===== config.mk =====
export PLATFORM = sky130hd
export DESIGN_NAME = regbank_sb
export DESIGN_NICKNAME = d
export VERILOG_FILES = /design/src/rtl/regbank_sb.sv
export SDC_FILE = /design/constraint.sdc
export NUM_CORES = 1
export LEC_CHECK = 0
export ABC_AREA = 1
export ABC_CLOCK_PERIOD_IN_PS = 24400
export CORE_MARGIN = 4
export CORE_UTILIZATION = 30
export DETAILED_ROUTE_END_ITERATION = 8
export GPL_TIMING_DRIVEN = 0
export SLEW_MARGIN = 10
export SYNTH_ARGS = -nofsm -noshare
export SYNTH_HDL_FRONTEND = slang
export SYNTH_SLANG_ARGS = --single-unit

===== constraint.sdc =====
create_clock -name CLK -period 24.4 [get_ports CLK]
set_input_delay 7.32 -clock CLK [delete_from_list [all_inputs] [get_ports CLK]]
set_output_delay 7.32 -clock CLK [all_outputs]
set_load 0.01 [all_outputs]

===== src/rtl/regbank_sb.sv =====
// rtl/regbank_sb.sv - parametrised register bank with two read ports, one write port and a pending-write scoreboard.
// Optional same-cycle write-to-read forwarding is enabled by defining REGFILE_BYPASS_EN.
module regbank_sb #(
    parameter int          DATA_W        = 32,
    parameter int          NUM_REGS      = 16,
    parameter int          ADDR_W        = $clog2(NUM_REGS),
    parameter int          SP_INDEX      = 13,
    parameter logic [31:0] STACK_POINTER = 32'h00000AF0,
    parameter bit          ZERO_REG      = 1'b0
) (
    input  logic              CLK,
    input  logic              Reset,
    input  logic              WriteRegister,
    input  logic [ADDR_W-1:0] WriteRegisterAddress,
    input  logic [DATA_W-1:0] WriteData,
    input  logic [ADDR_W-1:0] ReadRegister1,
    input  logic [ADDR_W-1:0] ReadRegister2,
    output logic [DATA_W-1:0] ReadData1,
    output logic [DATA_W-1:0] ReadData2,
    input  logic              IssueValid,
    input  logic [ADDR_W-1:0] IssueRegister,
    output logic              Pending1,
    output logic              Pending2,
    output logic              PendingAny
);

    localparam logic [DATA_W-1:0] SP_RESET = DATA_W'(STACK_POINTER);

    logic [DATA_W-1:0]   regFile [NUM_REGS];
    logic [NUM_REGS-1:0] pending;
    logic [NUM_REGS-1:0] pendingNext;
    logic [NUM_REGS-1:0] writeHit;
    logic [NUM_REGS-1:0] issueHit;

    // Register 0 is hard-wired to zero when ZERO_REG is set.
    function automatic logic usable(input int idx);
        return !(ZERO_REG && (idx == 0));
    endfunction

    // Address decode doubles as the range check: out-of-range addresses hit nothing.
    always_comb begin
        writeHit = '0;
        issueHit = '0;
        for (int i = 0; i < NUM_REGS; i++) begin
            writeHit[i] = WriteRegister && (WriteRegisterAddress == ADDR_W'(i)) && usable(i);
            issueHit[i] = IssueValid && (IssueRegister == ADDR_W'(i)) && usable(i);
        end
    end

    // Issue is applied after the write clear so a new producer keeps the bit set.
    assign pendingNext = (pending & ~writeHit) | issueHit;

    always_ff @(posedge CLK or posedge Reset) begin
        if (Reset) begin
            for (int i = 0; i < NUM_REGS; i++) begin
                regFile[i] <= (i == SP_INDEX) ? SP_RESET : '0;
            end
            pending <= '0;
        end else begin
            for (int i = 0; i < NUM_REGS; i++) begin
                if (writeHit[i]) begin
                    regFile[i] <= WriteData;
                end
            end
            pending <= pendingNext;
        end
    end

    always_comb begin
        ReadData1 = '0;
        ReadData2 = '0;
        Pending1  = 1'b0;
        Pending2  = 1'b0;
        for (int i = 0; i < NUM_REGS; i++) begin
            if (usable(i) && (ReadRegister1 == ADDR_W'(i))) begin
                ReadData1 = regFile[i];
                Pending1  = pending[i];
            end
            if (usable(i) && (ReadRegister2 == ADDR_W'(i))) begin
                ReadData2 = regFile[i];
                Pending2  = pending[i];
            end
        end
`ifdef REGFILE_BYPASS_EN
        // A forwarded operand is by definition no longer outstanding.
        if ((|writeHit) && (WriteRegisterAddress == ReadRegister1)) begin
            ReadData1 = WriteData;
            Pending1  = 1'b0;
        end
        if ((|writeHit) && (WriteRegisterAddress == ReadRegister2)) begin
            ReadData2 = WriteData;
            Pending2  = 1'b0;
        end
`else
`endif
    end

    assign PendingAny = |pending;

endmodule


==> results.toml <==
[yosys]
syn_inst = 3902
synthesis.nets = 3954
synth_flop_cell = "dfrtp_1"
postSynth.asyncResetShare_pct = 100
synth_area_um2 = 27700
syn_area_per_cell_um2 = 7.09
yosys_warnings = 0
synth-edff-count = 0
synth_seq_cells = 528
ys_seq_area_share_pct = 47.8
netlist-cell-type-count = 27

[layout]
multi_input_area_um2 = 12000
drive_gt1_share_pct = 4.59
regArea_um2 = 13200
fin_util_pct = 35.2
syn2layout_area_growth_pct = 16.6
nFillCells = 9821
mostFrequentLayoutCells = "nand2_1 (1190), dfrtp_1 (522), o21ai_0 (464), nor2_1 (388), inv_1 (355)"
final_common_cell = "nand2_1"
layout.nets = 4119

[clock_network]
cts_buffers = 59
cts_max_path_buffers = 3
clk_latency_ns = 0.64
htree_num_levels = 2
cts_sinks = 528
cts_tree = "built"
post_cts_buffers = 0
post_cts_resized = 0
root_buffer = "clkbuf_16"
path_clk_slew_ns = 0.06
cts_hold_buf = 0

[detailed_routing]
vias = 28900
drt_pre_antenna_iters = 6
vias_per_cell = 5.46
ant_nets = 0
wl_um = 124000
dr.first_iter.drc_count = 4146
drt-wirelength-per-cell_um = 23.3
drc = 0

[die]
start_util_pct = 30.2
coreArea_um2 = 91700
die_h_um = 312
ios = 119
rows = 111
dieArea_um2 = 97200
die_w_um = 312

[global_routing]
grt_max_degree = 111
grt_overflow_total = 0
grt_usage_pct = 24.7
grt_antenna_before_repair = 3
grt_pass1_wl_um = 179000
grt_pass1_vias = 27700

[pwr]
ir_worst_vdd_v = 0.0000559
power.density_nw_per_um2 = 81.5
p_leak_nw = 14.3

[worst_setup_path]
required_ns = 17.08
start_kind = "input pin"
cpMaxStageDelayCell = "nor2_1"
cp_max_fo = 10
critPathCaptureType = "output port"
worst_r2r_path_depth = 2
worst_path_most_repeated_cell = "nand4_1"
crit_buf_inv = 3
crit_type = "input pin to output port"
path_cells = "clkdlybuf4s50_1 > nor2_1 > clkbuf_1 > nand3_1 > nand3_1 > nor2_1 > nand4_1 > nand2_1 > nand4_1 > nor3_1 > nand4_1 > clkdlybuf4s50_1"
timing.rr.start = "pending[2]"
r2r_slack_ns = 23.56
reg2reg_to = "pending[2]"
critPathMaxStageDelay_ns = 0.95
crit_family = "simple AND/OR/NAND/NOR gates"
arrival_ns = 11.00

[outcome]
status = "complete, no violations"

[placement]
dp_hpwl_um = 96300
pre_cts_ws_ns = 6.27
numPortBuffers = 98
gp_congestion = 0.966

[timing]
finalSetupViolCount = 0
setup_tns_ns = 0
fin_crit_sh_pct = 75.1
tightest_slew_ns = 1.28
slew_headroom_pct = 14.4
setup_ws_ns = 6.08
rsz0062_at_grt = "no"
hold_viol_final = 0
period_minus_slack_ns = 18.32
skew_ns = 0
drv_slew = 0
fmax_mhz = 54.6

[job]
drv_cap = 0

[worst_hold_path]
hp-start = "regFile[277]"
hold_end = "regFile[277]"
whs_path_depth = 2
hp-class = "flip-flop to flip-flop"
==> layer usage <==
layer	wire length (um)	vias up	part of all wire, %	GRT usage (%)
met2	55700	1671	45	39.3
met5	11	-	0.0089	0
met1	49100	14100	40	32.5
li1	-	12900	-	-
met3	12300	327	10	4.64
met4	6640	2	5.4	11.4
==> how the worst max path moves through the flow <==
stage / slack [ns] / end / startpoint / depth (start not counted)
floorplan: 2.34 / pending[0] / Reset / 1
global placement: -5.40 / regFile[78] / Reset / 2
detailed placement: 6.27 / ReadData1[8] / ReadRegister1[0] / 12
CTS: 6.24 / ReadData1[8] / ReadRegister1[0] / 12
global route: 6.02 / ReadData1[8] / ReadRegister1[1] / 12
finish: 6.08 / ReadData1[23] / ReadRegister1[0] / 12
==> area by class of cell <==
class                   count  area share, %
diodes                      2         0.0155
plain buffers             248           3.14
clock buffers              97           5.73
clock inverters            12          0.326
inverters                 375           4.38
multi-input cells        2751           37.3
flip-flops and latches    528           41.0
well taps                1186           4.60
repair buffers            104           3.55
==> tightest hold or removal path: cells and delay by family (launching register included) <==
| family | cells | cell delay, ns |
|---|---|---|
| compound gates | 1 | 0.06 |
| simple gates | 1 | 0.05 |
| flops | 1 | 0.36 |
==> Yosys cell counts, types with 3 or more instances <==
library cell,number,area share [%]
dfstp_2,6,0.57
o21ai_0,464,8.4
a21oi_1,200,3.6
clkinv_1,8,0.11
clkbuf_2,9,0.16
nand2_1,1190,16
buf_2,50,0.90
inv_1,356,4.8
clkbuf_1,183,2.5
nand4_1,155,3.5
nand3_1,292,5.3
nor4_1,3,0.068
dfrtp_1,522,47
or2_1,5,0.11
nor2_1,388,5.3
nor3_1,25,0.45
inv_2,11,0.15
buf_1,4,0.054
o22ai_1,10,0.23
nor2_2,8,0.18
or2_0,5,0.11
==> power by group <==
group / switching [W] / internal, W / total [W]
clock network: 0.000390 / 0.000525 / 0.000914
registers: 0.000140 / 0.00108 / 0.00122
logic: 0.000325 / 0.000176 / 0.000501
total: 0.000854 / 0.00178 / 0.00263
==> per-stage QoR <==
step,power (W),cells,area (um^2),hold slack [ns]
final,0.00263,5303,32300,0.503
after global placement,0.00170,5186,30100,0.477
after global routing,0.00274,5301,32300,0.518
after floorplan,0.00149,3902,27700,0.462
after detailed placement,0.00171,5192,30300,0.487
after CTS,0.00262,5301,32300,0.501
==> cell families (layout without fill, tap and decap cells) <==
family | after synthesis | after routing | synth area share [%]
and+or+nand+nor | 2075 | 2075 | 31.2
AOI/OAI and AO/OA | 676 | 676 | 12.3
buffers and inverters | 623 | 836 | 8.74
DFF | 528 | 528 | 47.8
other | 0 | 2 | 0
==> registers in the layout (all words and copies together) (netlist names) <==
signal	count
regFile	512
pending	16
No activity file was read; power rests on OpenSTA's default activity.
